[config.mk]
export PLATFORM = sky130hd
export DESIGN_NAME = uart_tx_buffered
export DESIGN_NICKNAME = d
export VERILOG_FILES = /design/src/rtl/uart_tx_buffered.sv
export SDC_FILE = /design/constraint.sdc
export NUM_CORES = 1
export LEC_CHECK = 0
export CAP_MARGIN = 20
export CELL_PAD_IN_SITES_DETAIL_PLACEMENT = 1
export CELL_PAD_IN_SITES_GLOBAL_PLACEMENT = 1
export CORE_ASPECT_RATIO = 0.5
export CORE_MARGIN = 5
export CORE_UTILIZATION = 35
export CTS_CLUSTER_SIZE = 30
export DETAILED_ROUTE_END_ITERATION = 7
export PLACE_DENSITY = 0.65
export SLEW_MARGIN = 20
export SYNTH_ARGS = -nofsm -noshare
export SYNTH_HDL_FRONTEND = slang
export SYNTH_SLANG_ARGS = --single-unit
[constraint.sdc]
create_clock -name clk -period 3.6 [get_ports clk]
set_clock_uncertainty 0.1 [all_clocks]
set_input_delay 0.9 -clock clk [delete_from_list [all_inputs] [get_ports clk]]
set_output_delay 0.9 -clock clk [all_outputs]
set_load 0.05 [all_outputs]
[src/rtl/uart_tx_buffered.sv]
// Buffered 8N1 UART transmitter: DEPTH-byte FIFO feeding a b_tick-paced serialiser.
// Define UART_TX_PARITY_EN to insert an even-parity bit between data and stop.
module uart_tx_buffered #(
    parameter int DEPTH         = 8,
    parameter int TICKS_PER_BIT = 8
) (
    input  logic       clk,
    input  logic       rst,
    input  logic       b_tick,
    input  logic       i_wr,
    input  logic [7:0] i_din,
    output logic       o_full,
    output logic       o_empty,
    output logic       o_tx,
    output logic       o_busy,
    output logic       o_tx_done
);

    localparam int AW = $clog2(DEPTH);
    localparam int TW = (TICKS_PER_BIT > 1) ? $clog2(TICKS_PER_BIT) : 1;
    localparam logic [TW-1:0] TICK_LAST = TW'(TICKS_PER_BIT - 1);
    localparam logic [AW:0]   FULL_CNT  = (AW + 1)'(DEPTH);

`ifdef UART_TX_PARITY_EN
    typedef enum logic [2:0] {IDLE, START, DATA, PARITY, STOP} state_t;
`else
    typedef enum logic [1:0] {IDLE, START, DATA, STOP} state_t;
`endif

    logic [7:0]    r_mem [DEPTH];
    logic [AW-1:0] r_wr_ptr;
    logic [AW-1:0] r_rd_ptr;
    logic [AW:0]   r_count;

    logic       w_push;
    logic       w_pop;
    logic [7:0] w_rd_data;

    assign o_full    = (r_count == FULL_CNT);
    assign o_empty   = (r_count == '0);
    assign w_push    = i_wr && !o_full;
    assign w_rd_data = r_mem[r_rd_ptr];

    always_ff @(posedge clk or posedge rst) begin
        if (rst) begin
            for (int i = 0; i < DEPTH; i++) r_mem[i] <= '0;
            r_wr_ptr <= '0;
            r_rd_ptr <= '0;
            r_count  <= '0;
        end else begin
            if (w_push) begin
                r_mem[r_wr_ptr] <= i_din;
                r_wr_ptr        <= r_wr_ptr + 1'b1;
            end
            if (w_pop) r_rd_ptr <= r_rd_ptr + 1'b1;
            case ({w_push, w_pop})
                2'b10:   r_count <= r_count + 1'b1;
                2'b01:   r_count <= r_count - 1'b1;
                default: r_count <= r_count;
            endcase
        end
    end

    state_t        r_state;
    logic [TW-1:0] r_tick_cnt;
    logic [2:0]    r_bit_cnt;
    logic [7:0]    r_shift;
    logic          r_tx;
    logic          r_busy;
    logic          r_done;

    state_t        w_state_n;
    logic [TW-1:0] w_tick_n;
    logic [2:0]    w_bit_n;
    logic [7:0]    w_shift_n;
    logic          w_tx_n;
    logic          w_done_n;
    logic          w_tick_last;

`ifdef UART_TX_PARITY_EN
    logic r_par;
    logic w_par_n;
`endif

    assign w_tick_last = b_tick && (r_tick_cnt == TICK_LAST);

    always_comb begin
        w_state_n = r_state;
        w_tick_n  = r_tick_cnt;
        w_bit_n   = r_bit_cnt;
        w_shift_n = r_shift;
        w_done_n  = 1'b0;
        w_pop     = 1'b0;
        if (b_tick && r_state != IDLE)
            w_tick_n = w_tick_last ? '0 : r_tick_cnt + 1'b1;
        case (r_state)
            IDLE: begin
                if (b_tick && !o_empty) begin
                    w_pop     = 1'b1;
                    w_shift_n = w_rd_data;
                    w_tick_n  = '0;
                    w_state_n = START;
                end
            end
            START: begin
                if (w_tick_last) begin
                    w_state_n = DATA;
                    w_bit_n   = '0;
                end
            end
            DATA: begin
                if (w_tick_last) begin
                    w_shift_n = {1'b0, r_shift[7:1]};
                    w_bit_n   = r_bit_cnt + 1'b1;
`ifdef UART_TX_PARITY_EN
                    if (r_bit_cnt == 3'd7) w_state_n = PARITY;
`else
                    if (r_bit_cnt == 3'd7) w_state_n = STOP;
`endif
                end
            end
`ifdef UART_TX_PARITY_EN
            PARITY: begin
                if (w_tick_last) w_state_n = STOP;
            end
`endif
            STOP: begin
                if (w_tick_last) begin
                    w_done_n = 1'b1;
                    // Chain the next queued byte straight into its start bit
                    if (!o_empty) begin
                        w_pop     = 1'b1;
                        w_shift_n = w_rd_data;
                        w_state_n = START;
                    end else begin
                        w_state_n = IDLE;
                    end
                end
            end
            default: w_state_n = IDLE;
        endcase

`ifdef UART_TX_PARITY_EN
        w_par_n = w_pop ? ^w_rd_data : r_par;
`endif

        case (w_state_n)
            START:   w_tx_n = 1'b0;
            DATA:    w_tx_n = w_shift_n[0];
`ifdef UART_TX_PARITY_EN
            PARITY:  w_tx_n = r_par;
`endif
            default: w_tx_n = 1'b1;
        endcase
    end

    always_ff @(posedge clk or posedge rst) begin
        if (rst) begin
            r_state    <= IDLE;
            r_tick_cnt <= '0;
            r_bit_cnt  <= '0;
            r_shift    <= '0;
            r_tx       <= 1'b1;
            r_busy     <= 1'b0;
            r_done     <= 1'b0;
        end else begin
            r_state    <= w_state_n;
            r_tick_cnt <= w_tick_n;
            r_bit_cnt  <= w_bit_n;
            r_shift    <= w_shift_n;
            r_tx       <= w_tx_n;
            r_busy     <= (w_state_n != IDLE);
            r_done     <= w_done_n;
        end
    end

`ifdef UART_TX_PARITY_EN
    always_ff @(posedge clk or posedge rst) begin
        if (rst) r_par <= 1'b0;
        else     r_par <= w_par_n;
    end
`endif

    assign o_tx      = r_tx;
    assign o_busy    = r_busy;
    assign o_tx_done = r_done;

endmodule

==> impl_metrics.ini <==
[floorplan]
die_x_um = 170.1
start_util = 0.3562
die_h_um = 90.04
core.rowCount = 29
top_level_ports = 17
die_area_um2 = 15310
core_region_area_um2 = 12590

[clocking]
clk_pin_slew_ns = 0.07
root_buffer = clkbuf_16
insertion_delay_ns = 0.34
cts.path.max_buffers = 2
cts_sinks = 93
ctsResizeCount = 0
cts_made_buffers = 9
hold_buffers = 0
tritoncts = yes
cts_htree_levels = 3
cts_setup_buffers = 0

[status]
status = finished, final reports clean

[timing]
max_slew_margin = 0.4886
hold_viol = 0
finalSetupViolCount = 0
final_max_slew_viol_count = 0
min_period_over_period = 0.9344
final.setup.tns_ns = 0
rsz0062_at_grt = false
fin_crit_ns = 3.364
tightest_slew_ns = 0.7671
clock.fmax_mhz = 297.3
finalWorstSetupSlack_ns = 0.2363

[power_and_ir_drop]
swShare = 0.3430
peakVddDrop_uv = 343.0
p_leak_nw = 2.235
power_frac_seq = 0.423
p_comb_frac = 0.373
switchingPower_mw = 1.606
p_int_mw = 3.075
power.density_nw_per_um2 = 902.4
pwr-share-clk = 0.204

[setup_path]
crit_path_start = r_count[0]
endpoint_kind = output port
crit_fanout = 6
arrival_ns = 2.36
rr_startpoint = r_tick_cnt[0]
worst_setup_path_start_kind = register
path_class = register to output port
required_ns = 2.60

[route]
wire_per_inst_um = 19.37
drc = 0
vias = 2722
vias_per_cell = 5.215
routed_wl_mm = 10.11
firstDrtPassIters = 4
drtAntennaViolNets = 0
drt_iter0_markers = 138

[min_path]
min_from = r_shift[1]
hold_class = register to register

[yosys]
synth_edf_count = 0
syn_nets = 348
avgSynthCellArea_um2 = 13.88
syn_inst = 323
synthFlopType = dfrtp_1
synth_area_um2 = 4484
ys_seq_elements = 93
ys_types = 43
yosysSeqAreaShare = 0.5193
ys_async_sr_fraction = 1.000
ys_warn_count = 0

[grt]
antenna_found_initial = 0
grt_max_degree = 94
overflow = 0
grt_pass1_vias = 3098
grtUsageTotal = 0.1418
grt_pass1_wl_mm = 17.17

[placement]
io_buffers = 16
placed_cell_area_um2 = 4888
dp_hpwl_mm = 6.768
preCtsSetupSlack_ns = 0.2791
gp_congestion = 0.7522
dp.cells = 506

[finish]
drive_above_1_share = 0.3523
antenna_cells = 0
area_delta_synth_final_pct = 15.68
utilization = 0.4120
final_cell_area_um2 = 5187
final_nets = 372
fill_cells = 1282
fin_cells = 522

[flow_run]
maxCapViolCount = 0
power groups by stage:
stage          clock, mW  sequential [mW]  combinational (mW)
6_report           0.956             1.98                1.75
3_3_place_gp           0             1.93                1.68
2_1_floorplan          0             1.79                1.43
4_1_cts            0.986             1.99                1.78
5_1_grt             1.03             2.05                1.92
3_5_place_dp           0             2.00                1.77
stage by stage:
step	power, mW	hold WS, ns
final	4.681	0.3908
after floorplan	3.225	0.3436
after global placement	3.608	0.3658
after global routing	5.002	0.4126
after CTS	4.751	0.4010
after detailed placement	3.765	0.3791
worst paths after layout:
| check | to | slack (ns) | cells after the start |
|---|---|---|---|
| max reg2reg | r_count[3] | 0.84 | 12 |
| min reg2reg | r_shift[1] | 0.39 | 2 |
| max in group asynchronous | r_shift[7] | 2.11 | 3 |
| min | r_shift[1] | 0.39 | 2 |
| min in group asynchronous | r_state[0] | 0.90 | 3 |
| max | o_empty | 0.24 | 3 |
cell type report:
class / count / area, µm² / share of cell area
clock buffer: 10 / 229.0 / 0.04414
clock inverter: 6 / 70.07 / 0.01351
inverter: 8 / 36.28 / 0.006995
multi-input combinational: 208 / 2056 / 0.3963
sequential: 93 / 2328 / 0.4489
tap: 170 / 212.7 / 0.04100
timing repair buffer: 27 / 255.2 / 0.04920
state kept, by name, summed over array words and instances (netlist names):
name        cells
r_mem          64
r_shift         8
r_count         4
r_bit_cnt       3
r_rd_ptr        3
r_tick_cnt      3
r_wr_ptr        3
r_state         2
o_busy          1
o_tx            1
o_tx_done       1
layout by cell type, fill, tap and decap left out, types with 7 or more instances in the layout:
cell type and n:
dfrtp_1 92, mux2_2 68, nand2_1 19, mux4_2 16, clkdlybuf4s50_1 16, ha_1 13
nor2_1 12, a21oi_1 10, mux2i_1 10, buf_4 10, clkbuf_16 9, o21ai_0 8
a22o_1 7
Yosys cell counts, types with 3 or more instances:
| cell type | count | area [µm²] |
|---|---|---|
| buf_2 | 4 | 20.02 |
| nand2_1 | 19 | 71.32 |
| inv_1 | 6 | 22.52 |
| nor2_1 | 12 | 45.04 |
| o21ai_0 | 8 | 40.04 |
| mux2i_1 | 10 | 100.1 |
| xnor2_1 | 4 | 35.03 |
| and3_1 | 5 | 31.28 |
| dfrtp_1 | 92 | 2302 |
| a31oi_1 | 3 | 18.77 |
| ha_1 | 13 | 162.7 |
| mux4_2 | 16 | 360.4 |
| a21oi_1 | 10 | 50.05 |
| xor2_1 | 5 | 43.79 |
| nor2b_1 | 3 | 18.77 |
| a22o_1 | 7 | 61.31 |
| mux2_2 | 68 | 765.7 |
| clkbuf_1 | 6 | 22.52 |
| nor4b_4 | 3 | 71.32 |
routing by layer:
metal	part of all wire	GRT usage
met3	0.036	0.03550
met5	0	0
met4	0.011	0.03987
met2	0.50	0.2378
met1	0.45	0.1825
critical path, stage by stage (launching register included):
cell and delay, ns:
dfrtp_1 0.48, or4_4 0.59, inv_2 0.13, clkdlybuf4s50_1 0.82
logic make-up after synthesis:
logic type | after synthesis | synth area share
buffers and inverters | 22 | 0.02232
DFF | 93 | 0.5193
and+or+nand+nor | 55 | 0.07339
adders and majority gates | 13 | 0.03627
xor gates and xnor gates | 9 | 0.01758
muxes | 94 | 0.2734
AOI/OAI and AO/OA | 37 | 0.05776
No activity file was read; power rests on OpenSTA's default activity.
